**src/rtl/sr_layer_sequencer.sv**
```systemverilog
// sr_layer_sequencer
//   Controller for the super-resolution CNN pipeline. On start it optionally
//   streams every layer's weights out of the shared weight store (contiguous
//   packing, layer 0 first), then sequences the conv layers once per accepted
//   input pixel until a full frame has been produced.
//
// Ports
//   clk, rst_n          clock, asynchronous active-low reset
//   start, reload       begin a frame (IDLE only); reload forces a weight load
//   abort               return to IDLE from any busy state
//   layer_weight_count  packed per-layer weight counts, static while busy
//   load_weights        weight word valid this cycle
//   load_layer_sel      layer receiving the current weight
//   weight_addr         global weight store address
//   weight_local_addr   index within the selected layer
//   pix_valid/pix_ready input neighbourhood handshake
//   layer_start         one-hot start pulse to the layer instances
//   layer_done          done pulses from the layer instances
//   out_valid           last layer finished a pixel (pulse)
//   pixel_count         pixels completed in the current frame
//   frame_done          frame complete (pulse)
//   busy                controller not idle
//   timeout_err         sticky watchdog flag, cleared by abort or reset
//
// Pixel handshake: a pixel is transferred in any cycle where pix_valid and
// pix_ready are both high. pix_ready is only raised in WAIT_PIX and drops the
// cycle after a transfer; pix_valid may be held high across pixels.

module sr_layer_sequencer #(
  parameter int NUM_LAYERS        = 6,
  parameter int WEIGHT_ADDR_WIDTH = 18,
  parameter int LAYER_CNT_WIDTH   = 12,
  parameter int PIX_CNT_WIDTH     = 17,
  parameter int FRAME_PIXELS      = 76800,
  parameter int TIMEOUT_CYCLES    = 1000000,
  localparam int LSEL_W = (NUM_LAYERS > 1) ? $clog2(NUM_LAYERS) : 1
) (
  input  logic                                  clk,
  input  logic                                  rst_n,
  input  logic                                  start,
  input  logic                                  reload,
  input  logic                                  abort,
  input  logic [NUM_LAYERS*LAYER_CNT_WIDTH-1:0] layer_weight_count,
  output logic                                  load_weights,
  output logic [LSEL_W-1:0]                     load_layer_sel,
  output logic [WEIGHT_ADDR_WIDTH-1:0]          weight_addr,
  output logic [LAYER_CNT_WIDTH-1:0]            weight_local_addr,
  input  logic                                  pix_valid,
  output logic                                  pix_ready,
  output logic [NUM_LAYERS-1:0]                 layer_start,
  input  logic [NUM_LAYERS-1:0]                 layer_done,
  output logic                                  out_valid,
  output logic [PIX_CNT_WIDTH-1:0]              pixel_count,
  output logic                                  frame_done,
  output logic                                  busy,
  output logic                                  timeout_err
);

  localparam int WD_W = $clog2(TIMEOUT_CYCLES + 1);

  typedef enum logic [2:0] {
    S_IDLE,
    S_LOAD,
    S_WAIT_PIX,
    S_RUN,
    S_FDONE,
    S_ERR
  } state_t;

  state_t              state;
  logic                weights_loaded;
  logic [LSEL_W-1:0]   cur;
  logic [WD_W-1:0]     wd;

  logic                 first_found;
  logic [LSEL_W-1:0]    first_idx;
  logic                 next_found;
  logic [LSEL_W-1:0]    next_idx;
  logic [LAYER_CNT_WIDTH-1:0] cur_cnt;
  logic                 done_cur;
  logic [WD_W-1:0]      wd_inc;

  // Zero-count layers are skipped without a gap: first_idx is the lowest
  // layer with weights, next_idx the lowest one above the layer being loaded.
  // The descending walk leaves the smallest matching index in each result.
  always_comb begin
    first_found = 1'b0;
    first_idx   = '0;
    next_found  = 1'b0;
    next_idx    = '0;
    cur_cnt     = '0;
    done_cur    = 1'b0;
    for (int j = NUM_LAYERS - 1; j >= 0; j--) begin
      if (layer_weight_count[j*LAYER_CNT_WIDTH +: LAYER_CNT_WIDTH] != '0) begin
        first_found = 1'b1;
        first_idx   = LSEL_W'(j);
        if (j > int'(load_layer_sel)) begin
          next_found = 1'b1;
          next_idx   = LSEL_W'(j);
        end
      end
      if (LSEL_W'(j) == load_layer_sel) begin
        cur_cnt = layer_weight_count[j*LAYER_CNT_WIDTH +: LAYER_CNT_WIDTH];
      end
      // Only the layer currently running may advance the sequence.
      if (LSEL_W'(j) == cur) begin
        done_cur = layer_done[j];
      end
    end
    wd_inc = wd + WD_W'(1);
  end

  always_ff @(posedge clk or negedge rst_n) begin
    if (!rst_n) begin
      state             <= S_IDLE;
      weights_loaded    <= 1'b0;
      cur               <= '0;
      wd                <= '0;
      load_weights      <= 1'b0;
      load_layer_sel    <= '0;
      weight_addr       <= '0;
      weight_local_addr <= '0;
      pix_ready         <= 1'b0;
      layer_start       <= '0;
      out_valid         <= 1'b0;
      pixel_count       <= '0;
      frame_done        <= 1'b0;
      busy              <= 1'b0;
      timeout_err       <= 1'b0;
    end else begin
      layer_start <= '0;
      out_valid   <= 1'b0;
      frame_done  <= 1'b0;
      if (abort && state != S_IDLE) begin
        // A partial load leaves the layers' weight memories inconsistent.
        if (state == S_LOAD) weights_loaded <= 1'b0;
        state        <= S_IDLE;
        busy         <= 1'b0;
        load_weights <= 1'b0;
        pix_ready    <= 1'b0;
        timeout_err  <= 1'b0;
      end else begin
        case (state)
          S_IDLE: begin
            if (start) begin
              busy        <= 1'b1;
              pixel_count <= '0;
              if (reload || !weights_loaded) begin
                state             <= S_LOAD;
                load_weights      <= first_found;
                load_layer_sel    <= first_idx;
                weight_local_addr <= '0;
                weight_addr       <= '0;
              end else begin
                state <= S_WAIT_PIX;
              end
            end
          end
          S_LOAD: begin
            if (load_weights &&
                weight_local_addr != cur_cnt - LAYER_CNT_WIDTH'(1)) begin
              weight_local_addr <= weight_local_addr + LAYER_CNT_WIDTH'(1);
              weight_addr       <= weight_addr + WEIGHT_ADDR_WIDTH'(1);
            end else if (load_weights && next_found) begin
              load_layer_sel    <= next_idx;
              weight_local_addr <= '0;
              weight_addr       <= weight_addr + WEIGHT_ADDR_WIDTH'(1);
            end else begin
              // Last weight issued, or nothing to load at all.
              load_weights   <= 1'b0;
              weights_loaded <= 1'b1;
              state          <= S_WAIT_PIX;
            end
          end
          S_WAIT_PIX: begin
            if (pix_valid && pix_ready) begin
              pix_ready      <= 1'b0;
              layer_start[0] <= 1'b1;
              cur            <= '0;
              wd             <= '0;
              state          <= S_RUN;
            end else begin
              pix_ready <= 1'b1;
            end
          end
          S_RUN: begin
            if (done_cur) begin
              wd <= '0;
              if (cur == LSEL_W'(NUM_LAYERS - 1)) begin
                out_valid   <= 1'b1;
                pixel_count <= pixel_count + PIX_CNT_WIDTH'(1);
                state <= (pixel_count == PIX_CNT_WIDTH'(FRAME_PIXELS - 1)) ?
                         S_FDONE : S_WAIT_PIX;
              end else begin
                layer_start <= NUM_LAYERS'(1) << (cur + LSEL_W'(1));
                cur         <= cur + LSEL_W'(1);
              end
            end else begin
              wd <= wd_inc;
              if (wd_inc == WD_W'(TIMEOUT_CYCLES - 1)) begin
                timeout_err <= 1'b1;
                state       <= S_ERR;
              end
            end
          end
          S_FDONE: begin
            frame_done <= 1'b1;
            busy       <= 1'b0;
            state      <= S_IDLE;
          end
          S_ERR: begin
            // Parked until abort or reset.
            state <= S_ERR;
          end
          default: begin
            state <= S_IDLE;
            busy  <= 1'b0;
          end
        endcase
      end
    end
  end

endmodule

```
**config.mk**
```make
export PLATFORM = sky130hd
export DESIGN_NAME = sr_layer_sequencer
export DESIGN_NICKNAME = d
export VERILOG_FILES = /design/src/rtl/sr_layer_sequencer.sv
export SDC_FILE = /design/constraint.sdc
export NUM_CORES = 1
export LEC_CHECK = 0
export ABC_AREA = 1
export CAP_MARGIN = 20
export CORE_MARGIN = 2
export CORE_UTILIZATION = 53
export DETAILED_ROUTE_END_ITERATION = 7
export PLACE_DENSITY = 0.82
export SLEW_MARGIN = 25
export SYNTH_ARGS = -nofsm -noshare
export SYNTH_HDL_FRONTEND = slang
export SYNTH_SLANG_ARGS = --single-unit
export TNS_END_PERCENT = 1
```
**constraint.sdc**
```tcl
create_clock -name clk -period 3.9 [get_ports clk]
set_input_delay 0.39 -clock clk [delete_from_list [all_inputs] [get_ports clk]]
set_output_delay 0.39 -clock clk [all_outputs]
set_load 0.01 [all_outputs]
```
* Word level (Yosys, flattened, before mapping)
Cells that the tools add are included.
Operators by class: add/sub/neg operators 6, magnitude comparators 5, eq/ne operators 39, shift-type cells 1, mux-type cells 114, bitwise logic cells 1, reductions and logical operators 34
Operator list (number):
- $mux 12 | 10
- $mux 3 | 32
- $mux 18 | 4
- $reduce_bool 12->1 | 6
- $mux 17 | 3
- $mux 1 | 48
- $mux 20 | 2
- $pmux 20 s2 | 1
- $pmux 18 s2 | 1
- $pmux 17 s2 | 1
- $pmux 12 s2 | 1
- $add 20x1->20 const B | 1
- $eq 20x20->1 const B | 1
- $reduce_and 5->1 | 4
- $add 18x1->18 const B | 1
- $mux 6 | 3
- $ne 2x2->1 const B | 9
- $add 17x1->17 const B | 1
- $eq 17x17->1 const B | 1
- $ne 3x3->1 const B | 5
- $pmux 3 s5 | 1
- $add 12x1->12 const B | 1
- $eq 2x3->1 const A | 4
- $eq 3x3->1 const A | 4
- 29 further kinds | 55
Word-level totals: register bits 89, input bits 84

* Depth between registers and ports, before layout
Gate-level depths: netlist of run 1.
word-level depth 16, gate-level depth with buffers 27

* Worst setup path before layout of run 1
OpenSTA, ideal clock, no wires.
path type reg2reg, start point register load_layer_sel[1], end point register weight_addr[0], setup time 0.066 ns, arrival 2.747 ns, path slack 1.087 ns, stages on the path, launching flop included 20, buffers on the path 4, period minus slack after synthesis 2.813 ns, path through dfrtp_1 > buf_4 > buf_4 > nand2_1 > nand3_1 > a21oi_2 > nor2_8 > ha_1 > or2_2 > a21oi_1 > nand3_1 > nor2_2 > nand3_4 > nand2_2 > nand2_2 > nand2_2 > buf_6 > buf_8 > nand2_1 > nand2_1
On the way: word-level cells in the longest chain between the ends 14, elaborated cells on any way between the ends 35, classes of those cells add/sub: 1; order compare: 5; eq/ne: 7; mux: 18; reduce/logical: 4
RTL lines:
- from (decl) | line 45 | output logic [LSEL_W-1:0] load_layer_sel,
- from (signal assigned) | line 151 | load_layer_sel <= first_idx;
- from (signal assigned) | line 165 | load_layer_sel <= next_idx;
- branches (longest 14 deep; another with $sub 12x1->12)
- to (signal assigned) | line 163 | weight_addr <= weight_addr + WEIGHT_ADDR_WIDTH'(1);
- to (signal assigned) | line 167 | weight_addr <= weight_addr + WEIGHT_ADDR_WIDTH'(1);
- to (decl) | line 46 | output logic [WEIGHT_ADDR_WIDTH-1:0] weight_addr,
Parallel ways; which one is timed is not known. A chain may end at the register's enable or synchronous reset.

* Worst setup path in the final report of run 1
start point register load_layer_sel[1], end point register weight_addr[8]
The elaborated chain is that of the path after synthesis.

==> results of run 1 <==
## worst min path at each step
| stage | endpoint | slack [ns] | cells past startpoint |
|---|---|---|---|
| 2_1_floorplan | busy | 0.09 | 0 |
| 3_3_place_gp | frame_done | 0.45 | 1 |
| 3_5_place_dp | frame_done | 0.45 | 1 |
| 4_1_cts | weight_local_addr[2] | 0.22 | 1 |
| 5_1_grt | weight_local_addr[2] | 0.11 | 1 |
| 6_report | weight_local_addr[2] | 0.05 | 1 |
## state kept, by name, indices dropped and copies added, names as in the netlist, 3 cells and up
register,flops
state,3
cur,3
load_layer_sel,3
layer_start,6
pixel_count,17
weight_addr,18
wd,20
weight_local_addr,12
## metrics by stage
stage          instance area, um2  setup slack (ns)  util (%)
2_1_floorplan                7010              1.09         -
6_report                     8890             0.512      68.0
3_3_place_gp                 8580             0.542      65.5
5_1_grt                      8890            0.0583      68.0
4_1_cts                      8880             0.343      67.9
3_5_place_dp                 8580             0.409      65.5
## worst max-delay path: cells and delay by family, from the launching register on
family	cells	cell delay, ns
buf+inv	3	0.54
fa+ha+maj	1	0.22
simple gates	19	2.07
flops	1	0.47
## repair_timing
| action | CTS | global route |
|---|---|---|
| resized for setup | 0 | 1 |
| setup buffers | 0 | 0 |
| setup endpoints to repair | 0 | 29 |
## final cells by class
type                       instances  area [um2]
inverter                         145         544
sequential                        89        2230
clock inverter                     4        51.3
clock buffer                      12         256
tap                              176         220
fill                            1125        4190
timing repair buffer             157        1540
multi-input combinational        804        4050
## power groups by stage
stage	logic [mW]	registers, mW	clock network [mW]
after global placement	2.32	1.27	0
after detailed placement	2.35	1.28	0
after global routing	2.70	1.29	0.946
after floorplan	1.77	1.25	0
after CTS	2.36	1.27	0.910
final	2.40	1.27	0.901
## layer usage
layer | track usage, % | routed length (um)
met3 | 5.70 | 1520
met5 | 0 | 0
met4 | 10.7 | 533
met2 | 48.1 | 9600
met1 | 37.8 | 8630
## logic make-up after synthesis
kind of cell,Yosys count,synth area share [%]
adders and majority gates,14,2.50
xor gates and xnor gates,50,6.25
DFF,89,31.8
AOI/OAI and AO/OA,104,8.53
and+or+nand+nor,636,40.3
buffers and inverters,174,10.6
## cells in the mapped netlist, drive strengths merged (7+ instances only)
master  number  area [um2]
buf         19         161
xnor2        7        61.3
dfrtp       89        2230
o21ai       43         215
o22ai       13        81.3
inv        145         544
nand4       17         106
nand3      121         636
clkbuf      10        37.5
nor2       142         594
a21oi       26         138
ha          14         175
nor4        18         113
xor2        43         377
nor3        25         125
nand2      293        1110
nand3b       9        67.6
==> impl_metrics.ini, run 1 <==
[finish]
syn_to_final_growth_pct = 26.9
fin_nets = 1304
final_cell_mix = 287 x nand2_1, 144 x clkdlybuf4s50_1, 136 x inv_1
drive_above_1_share_pct = 5.53
layoutNonFillerInstCount = 1387
antenna_cells = 0
final_common_cell = nand2_1

[yosys]
synth_edf_count = 0
syn_nets = 1165
ys_types = 46
synthFlopType = dfrtp_1
syn-instance-count = 1067
synth_area_um2 = 7010
yosysSeqAreaShare_pct = 31.8
synth_seq_cells = 89
syn_area_per_cell_um2 = 6.57
async_flop_share_pct = 100
synth_warnings = 0

[timing]
fin_tns_setup_ns = 0
fin_crit_ns = 3.39
finalCritPeriodShare_pct = 86.9
max_freq_ghz = 0.295
max_slew.worst_pin.slew_ns = 0.976
setup_viol = 0
clock_skew_ns = 0.00584
relSlewSlack_pct = 34.8
finalHoldViolations = 0
rsz0062_at_grt = false
final_max_slew_viol_count = 0
hold-worst-slack_ns = 0.0452

[setup_path]
critPathLaunch = load_layer_sel[1]
worstSetupEndpoint = weight_addr[8]
cp_max_fo = 29
rrSetupSlack_ns = 0.51
r2r-start = load_layer_sel[1]
cpMaxStageDelayCell = dfrtp_1
path_common_cell = nand2_1
arrival_ns = 3.68
r2r_end = weight_addr[8]
cp.required_ns = 4.19
start_kind = flop
rr_worst_depth = 23
critical_path_class = flop to flop
worstSetupEndpointType = flop
critical_path.max_stage_delay_ns = 0.47
critical_path.cell_chain = buf_4 > inv_2 > nand2_1 > nand3_1 > nand2_1 > nand2_1 > inv_1 > nor2_4 > ha_1 > nand3_1 > nor2_2 > nand3_1 > nand2_1 > nand3_1 > nor2_1 > nand2_1 > nor2_2 > nand3_4 > nand2_2 > nand2_2 > nand2_4 > nand2_1 > nand2_1

[placement]
dp.final_hpwl_mm = 15.1
dp.cells = 1371
placement.io_buffers = 145
gp_congestion = 0.921

[clock_tree]
clock_latency_ns = 0.35
numClockSinks = 89
cts_made_buffers = 9
cts_hold_buf = 0
clk_pin_slew_worst_paths_ns = 0.06
cts-root-buf = clkbuf_16
clk_path_buf_depth = 2
cts_max_level = 3
cts_tree = yes

[flow_run]
max-cap-violations = 0

[global_routing]
grt-ovfl-total = 0
grt_pass1_vias = 7134
grt_usage_pct = 29.1
antenna_found_initial = 0
grt_pass1_wl_mm = 33.7
grt_max_degree = 76

[floorplan]
die_h_um = 119
die_x_um = 119
pin_count = 146
fp.coreArea_um2 = 13100
dieArea_um2 = 14200
rows = 42
start_util_pct = 53.6

[pwr]
leakage_nw = 4.03
intPower_mw = 2.42
power_density_nw_per_um2 = 514
p_comb_share_pct = 52.5
ir_drop_mv = 0.467
p_seq_share_pct = 27.8
switching_share_pct = 47.0
switching_power_mw = 2.15
totalPowerFinal_mw = 4.57
pwr-share-clk_pct = 19.7

[detailed_routing]
drc = 0
drt_iter0_drc = 796
first_pass_iters = 6
drt.antenna.violating_nets = 0
vias = 7643
routedWlPerCell_um = 14.6
wirelength_mm = 20.3
via_per_inst = 5.51

[min_path]
hp-class = input pin to asynchronous set/reset pin

[run_status]
status = completed
(Power assumes the default switching activity.)
==> inputs of run 2 (changes only) <==
--- a/config.mk
+++ b/config.mk
@@ -7,10 +7,13 @@
 export LEC_CHECK = 0
 export ABC_AREA = 1
 export CAP_MARGIN = 20
+export CELL_PAD_IN_SITES_DETAIL_PLACEMENT = 0
+export CELL_PAD_IN_SITES_GLOBAL_PLACEMENT = 1
 export CORE_MARGIN = 2
-export CORE_UTILIZATION = 53
+export CORE_UTILIZATION = 37
+export CTS_CLUSTER_SIZE = 16
 export DETAILED_ROUTE_END_ITERATION = 7
-export PLACE_DENSITY = 0.82
+export PLACE_DENSITY_LB_ADDON = 0.1
 export SLEW_MARGIN = 25
 export SYNTH_ARGS = -nofsm -noshare
 export SYNTH_HDL_FRONTEND = slang
==> run 2 against run 1 <==
Net effect: clock power increased by 0.7%; sequential share of layout area down 0.23 points; combinational power hardly changed; non-clock buffer count rose by 2; via count shrank 5.3%; first-iteration DRC count down 36%; clock-buffer cell count down 2; register-to-register slack improved by 0.04 ns; utilization decreased by 20 points; setup slack better by 0.038 ns; die area rose by 42%; critical path depth is the same; critical endpoint is now weight_local_addr[9].
==> impl_metrics.ini, run 2 (synthesis gave the netlist of run 1 again) <==
[timing]
max_slew.worst_pin.slew_ns = 0.765
rsz0062_at_grt = false
finalCritPeriodShare_pct = 85.9
final_max_slew_viol_count = 0
max_freq_ghz = 0.298
hold-worst-slack_ns = 0.0914
setup_viol = 0
fin_crit_ns = 3.35
fin_tns_setup_ns = 0
clock_skew_ns = 0.0127
finalHoldViolations = 0
worst_slack_ns = 0.550
relSlewSlack_pct = 49.0

[floorplan]
die_h_um = 142
start_util_pct = 37.6
die_x_um = 142
pin_count = 146
dieArea_um2 = 20100
rows = 50
fp.coreArea_um2 = 18600

[finish]
final_cell_mix = 287 x nand2_1, 144 x clkdlybuf4s50_1, 136 x inv_1
fillCellCount = 1957
layoutNonFillerInstCount = 1447
drive_above_1_share_pct = 5.85
final_common_cell = nand2_1
syn_to_final_growth_pct = 28.2
antenna_cells = 0
largest_register = wd
fin_nets = 1306
top_regs = wd x20, weight_addr x18, pixel_count x17
largest_register_ffs = 20

[global_routing]
grt_pass1_wl_mm = 35.4
grt_max_degree = 54
grt_usage_pct = 21.7
grt_pass1_vias = 7071
antenna_found_initial = 0
grt-ovfl-total = 0

[setup_path]
cpMaxStageDelayCell = dfrtp_1
critical_path.cell_chain = inv_2 > nor2_4 > nand2_1 > nand2_1 > nand2_1 > inv_1 > nor2_4 > ha_1 > nand3_1 > nor2_2 > nand3_1 > nand2_1 > nand2_1 > nand2_1 > nand3_1 > nor2_2 > nand3_4 > nand2_2 > nand2_2 > nand2_2 > buf_12 > nand2_1 > nand2_1
start_kind = flop
cp_max_fo = 21
arrival_ns = 3.64
critical_path.max_stage_delay_ns = 0.45
cp_top_family = simple AND/OR/NAND/NOR gates
worstSetupEndpointType = flop
cp.required_ns = 4.19
path_common_cell = nand2_1
critPathBufInv = 3
critical_path_class = flop to flop

[clock_tree]
postCtsSetupRepairBufs = 0
clk_path_buf_depth = 2
cts-root-buf = clkbuf_16
numClockSinks = 89
clock_latency_ns = 0.35
cts_max_level = 3
cts_made_buffers = 9
cts_tree = yes
clk_pin_slew_worst_paths_ns = 0.07

[detailed_routing]
drt.antenna.violating_nets = 0
wirelength_mm = 21.4
vias = 7235
via_per_inst = 5.00
routedWlPerCell_um = 14.8
drt_iter0_drc = 510
drc = 0
first_pass_iters = 5

[placement]
placement.io_buffers = 145
place_ws_ns = 0.467
gp_congestion = 0.848
dp.cells = 1431
dp.final_hpwl_mm = 16.5

[pwr]
totalPowerFinal_mw = 4.61
power_density_nw_per_um2 = 513
p_seq_share_pct = 27.6
ir_drop_mv = 0.293
p_comb_share_pct = 52.8
intPower_mw = 2.43
pwr-share-clk_pct = 19.7
switching_power_mw = 2.18
switching_share_pct = 47.2
leakage_nw = 4.04

[flow_run]
max-cap-violations = 0

[min_path]
hp-class = input pin to asynchronous set/reset pin

[run_status]
status = completed
==> run 2: changes by cell type in the layout (fill, tap and decap cells not counted) <==
| cell | change |
|---|---|
| buf_4 | +2 |
| inv_6 | +2 |
| buf_12 | +1 |
| buf_6 | -1 |
| clkbuf_1 | -1 |
| clkbuf_8 | -1 |
| clkinv_2 | +1 |
| clkinv_4 | -1 |
| dfrtp_1 | -1 |
| dfrtp_2 | +1 |
| nand2_2 | +1 |
| nand2_4 | -1 |
==> run 2: power groups by stage <==
| stage | sequential, mW | clock (mW) | combinational, mW |
|---|---|---|---|
| floorplan | 1.25 | 0 | 1.77 |
| global placement | 1.28 | 0 | 2.43 |
| detailed placement | 1.28 | 0 | 2.43 |
| CTS | 1.27 | 0.939 | 2.45 |
| global route | 1.30 | 0.972 | 2.77 |
| finish | 1.27 | 0.907 | 2.43 |
==> run 2: metal layers <==
metal,global-route usage (%),vias up,share of wire [%]
met5,0,-,0
met4,4.63,0,1.3
met3,3.31,22,4.2
met2,36.3,156,47
met1,30.0,3337,48
li1,-,3720,-
==> run 2: layout make-up <==
| cell class | instances | area [um2] | area share (%) |
|---|---|---|---|
| clock buffers | 10 | 239 | 2.66 |
| inverters | 145 | 544 | 6.06 |
| clock inverters | 6 | 65.1 | 0.724 |
| repair buffers | 159 | 1570 | 17.4 |
| flip-flops and latches | 89 | 2230 | 24.8 |
| multi-input cells | 804 | 4050 | 45.0 |
| well taps | 234 | 293 | 3.26 |
==> run 2: final timing paths <==
check | start | end | slack [ns] | depth (start not counted)
min | rst_n | weight_addr[10] | 0.09 | 1
max reg2reg | load_layer_sel[2] | weight_local_addr[9] | 0.55 | 23
max | load_layer_sel[2] | weight_local_addr[9] | 0.55 | 23
max in group asynchronous | rst_n | busy | 3.01 | 2
min reg2reg | timeout_err | timeout_err | 0.49 | 1
min in group clk | timeout_err | timeout_err | 0.49 | 1
==> run 2: worst register-to-register path: stages, from the launching register on <==
cell	delay (ns)
dfrtp_1	0.45
inv_2	0.33
nor2_4	0.14
nand2_1	0.10
nand2_1	0.05
nand2_1	0.08
inv_1	0.07
nor2_4	0.12
ha_1	0.22
nand3_1	0.10
nor2_2	0.23
nand3_1	0.10
nand2_1	0.09
nand2_1	0.07
nand2_1	0.07
nand3_1	0.09
nor2_2	0.13
nand3_4	0.15
nand2_2	0.11
nand2_2	0.06
nand2_2	0.20
buf_12	0.19
nand2_1	0.06
nand2_1	0.07
==> run 2: what timing repair did <==
action,4_1_cts,5_1_grt
setup endpoints to repair,0,19
hold buffers,0,0
gates resized for setup,0,1
==> run 2: per-stage QoR <==
stage          utilization, %  instance area, um2
2_1_floorplan               -                7010
3_3_place_gp             46.5                8680
3_5_place_dp             46.5                8680
4_1_cts                  48.2                8980
5_1_grt                  48.2                8980
6_report                 48.2                8980
==> inputs of run 3 (changes only) <==
--- a/config.mk
+++ b/config.mk
@@ -13,6 +13,7 @@
 export CORE_UTILIZATION = 37
 export CTS_CLUSTER_SIZE = 16
 export DETAILED_ROUTE_END_ITERATION = 7
+export GPL_TIMING_DRIVEN = 0
 export PLACE_DENSITY_LB_ADDON = 0.1
 export SLEW_MARGIN = 25
 export SYNTH_ARGS = -nofsm -noshare
==> run 3 against run 2 <==
Net effect: clock power fell by 4.4%; first-iteration DRC count fell by 23%; clock skew fell by 0.0049 ns; register-to-register slack got worse by 0.13 ns; die area did not move; critical endpoint is now weight_local_addr[10]; clock-buffer cell count rose by 1.
==> impl_metrics.ini, run 3 (synthesis gave the netlist of run 1 again) <==
[run_status]
status = completed

[pwr]
intPower_mw = 2.46
power_density_nw_per_um2 = 511
p_seq_share_pct = 27.0
ir_drop_mv = 0.303
switching_power_mw = 2.18
switching_share_pct = 47.0
leakage_nw = 4.07
totalPowerFinal_mw = 4.64
pwr-share-clk_pct = 18.7
p_comb_share_pct = 54.3

[finish]
fillCellCount = 1976
final_area_um2 = 9080
fin_util_pct = 48.7
fin_nets = 1323
final_common_cell = nand2_1
largest_register_ffs = 20
final_cell_mix = 287 x nand2_1, 144 x clkdlybuf4s50_1, 136 x inv_1
top_regs = wd x20, weight_addr x18, pixel_count x17
drive_above_1_share_pct = 5.70
antenna_cells = 0
largest_register = wd
syn_to_final_growth_pct = 29.5

[detailed_routing]
wirelength_mm = 21.6
vias = 7310
drc = 0
via_per_inst = 5.00
first_pass_iters = 6
drt_iter0_drc = 394
drt.antenna.violating_nets = 0
routedWlPerCell_um = 14.8

[setup_path]
arrival_ns = 3.76
worstSetupEndpointType = flop
critical_path.cell_chain = buf_4 > buf_4 > nand3_1 > nand2_1 > nand2_1 > nand2_1 > nor2_4 > ha_1 > nand3_1 > nor2_2 > nand4_1 > o21ai_1 > nand2_1 > nand2_1 > inv_2 > nand3_4 > nand2_2 > a21oi_1 > nand2_1 > nand2_1
critical_path.max_stage_delay_ns = 0.58
worstSetupEndpoint = weight_local_addr[10]
cp_top_family = simple AND/OR/NAND/NOR gates
critical_path_depth = 20
cp.required_ns = 4.19
r2r_end = weight_local_addr[10]
cpMaxStageDelayCell = a21oi_1
rrSetupSlack_ns = 0.42
cp_max_fo = 10
path_common_cell = nand2_1
critical_path_class = flop to flop
rr_worst_depth = 20
r2r-start = load_layer_sel[1]
start_kind = flop
critPathLaunch = load_layer_sel[1]
critPathBufInv = 3

[timing]
worst_slack_ns = 0.421
rsz0062_at_grt = false
setup_viol = 0
max_slew.worst_pin.slew_ns = 0.732
final_max_slew_viol_count = 0
finalHoldViolations = 0
fin_crit_ns = 3.48
finalCritPeriodShare_pct = 89.2
relSlewSlack_pct = 51.2
clock_skew_ns = 0.00774
max_freq_ghz = 0.287
fin_tns_setup_ns = 0

[clock_tree]
clk_path_buf_depth = 2
cts_made_buffers = 9
cts_max_level = 3
cts-root-buf = clkbuf_16
cts_hold_buf = 1
clk_pin_slew_worst_paths_ns = 0.07
cts_tree = yes
clock_latency_ns = 0.35
cts.repair.resized = 0
postCtsSetupRepairBufs = 0
numClockSinks = 89

[global_routing]
grt-ovfl-total = 0
grt_pass1_vias = 7144
grt_max_degree = 69
grt_usage_pct = 22.1
antenna_found_initial = 0
grt_pass1_wl_mm = 35.6

[placement]
place_ws_ns = 0.312
dp.final_hpwl_mm = 17.0
place_area_um2 = 8780
gp_congestion = 0.863
placement.io_buffers = 145

[floorplan]
rows = 50
dieArea_um2 = 20100
die_x_um = 142
die_h_um = 142
start_util_pct = 37.6
pin_count = 146
fp.coreArea_um2 = 18600

[flow_run]
max-cap-violations = 0

[min_path]
hp-class = input pin to asynchronous set/reset pin
==> run 3: worst min-delay path by stage <==
stage	start	endpoint	slack (ns)
finish	rst_n	load_layer_sel[2]	0.48
global route	rst_n	load_layer_sel[2]	0.49
CTS	rst_n	wd[3]	0.47
detailed placement	rst_n	load_layer_sel[2]	0.27
global placement	busy	busy	0.47
floorplan	rst_n	busy	0.09
==> run 3: power groups by stage <==
| stage | clock network [mW] | logic (mW) | registers [mW] |
|---|---|---|---|
| after CTS | 0.894 | 2.53 | 1.26 |
| after floorplan | 0 | 1.77 | 1.25 |
| final | 0.867 | 2.52 | 1.26 |
| after global placement | 0 | 2.52 | 1.27 |
| after detailed placement | 0 | 2.52 | 1.27 |
| after global routing | 0.929 | 2.87 | 1.28 |
==> run 3: worst register-to-register path, stage by stage, from the launching register on <==
cell and delay, ns:
dfrtp_1 0.38, buf_4 0.18, buf_4 0.19, nand3_1 0.09, nand2_1 0.08, nand2_1 0.07, nand2_1 0.09, nor2_4 0.16
ha_1 0.25, nand3_1 0.11, nor2_2 0.25, nand4_1 0.21, o21ai_1 0.17, nand2_1 0.06, nand2_1 0.08, inv_2 0.05
nand3_4 0.14, nand2_2 0.08, a21oi_1 0.58, nand2_1 0.11, nand2_1 0.10
==> run 3: metrics by stage <==
stage                     hold slack [ns]  instances
after global placement              0.467       1446
after CTS                           0.474       1463
after detailed placement            0.272       1447
final                               0.478       1463
after floorplan                    0.0944       1067
after global routing                0.490       1463
==> run 3: metal layers <==
| metal | part of all wire, % | GRT usage, % | vias to the layer above |
|---|---|---|---|
| met4 | 1.4 | 5.47 | 0 |
| li1 | - | - | 3769 |
| met2 | 46 | 36.4 | 155 |
| met5 | 0 | 0 | - |
| met1 | 49 | 30.7 | 3368 |
| met3 | 3.8 | 3.00 | 18 |
==> run 3: final cells by class <==
class / instances / area (um2) / area share (%)
repair buffers: 147 / 1490 / 16.4
clock inverters: 4 / 53.8 / 0.593
clock buffers: 11 / 233 / 2.56
multi-input cells: 804 / 4040 / 44.5
well taps: 234 / 293 / 3.23
inverters: 145 / 544 / 6.00
flip-flops and latches: 89 / 2230 / 24.5
plain buffers: 29 / 199 / 2.19
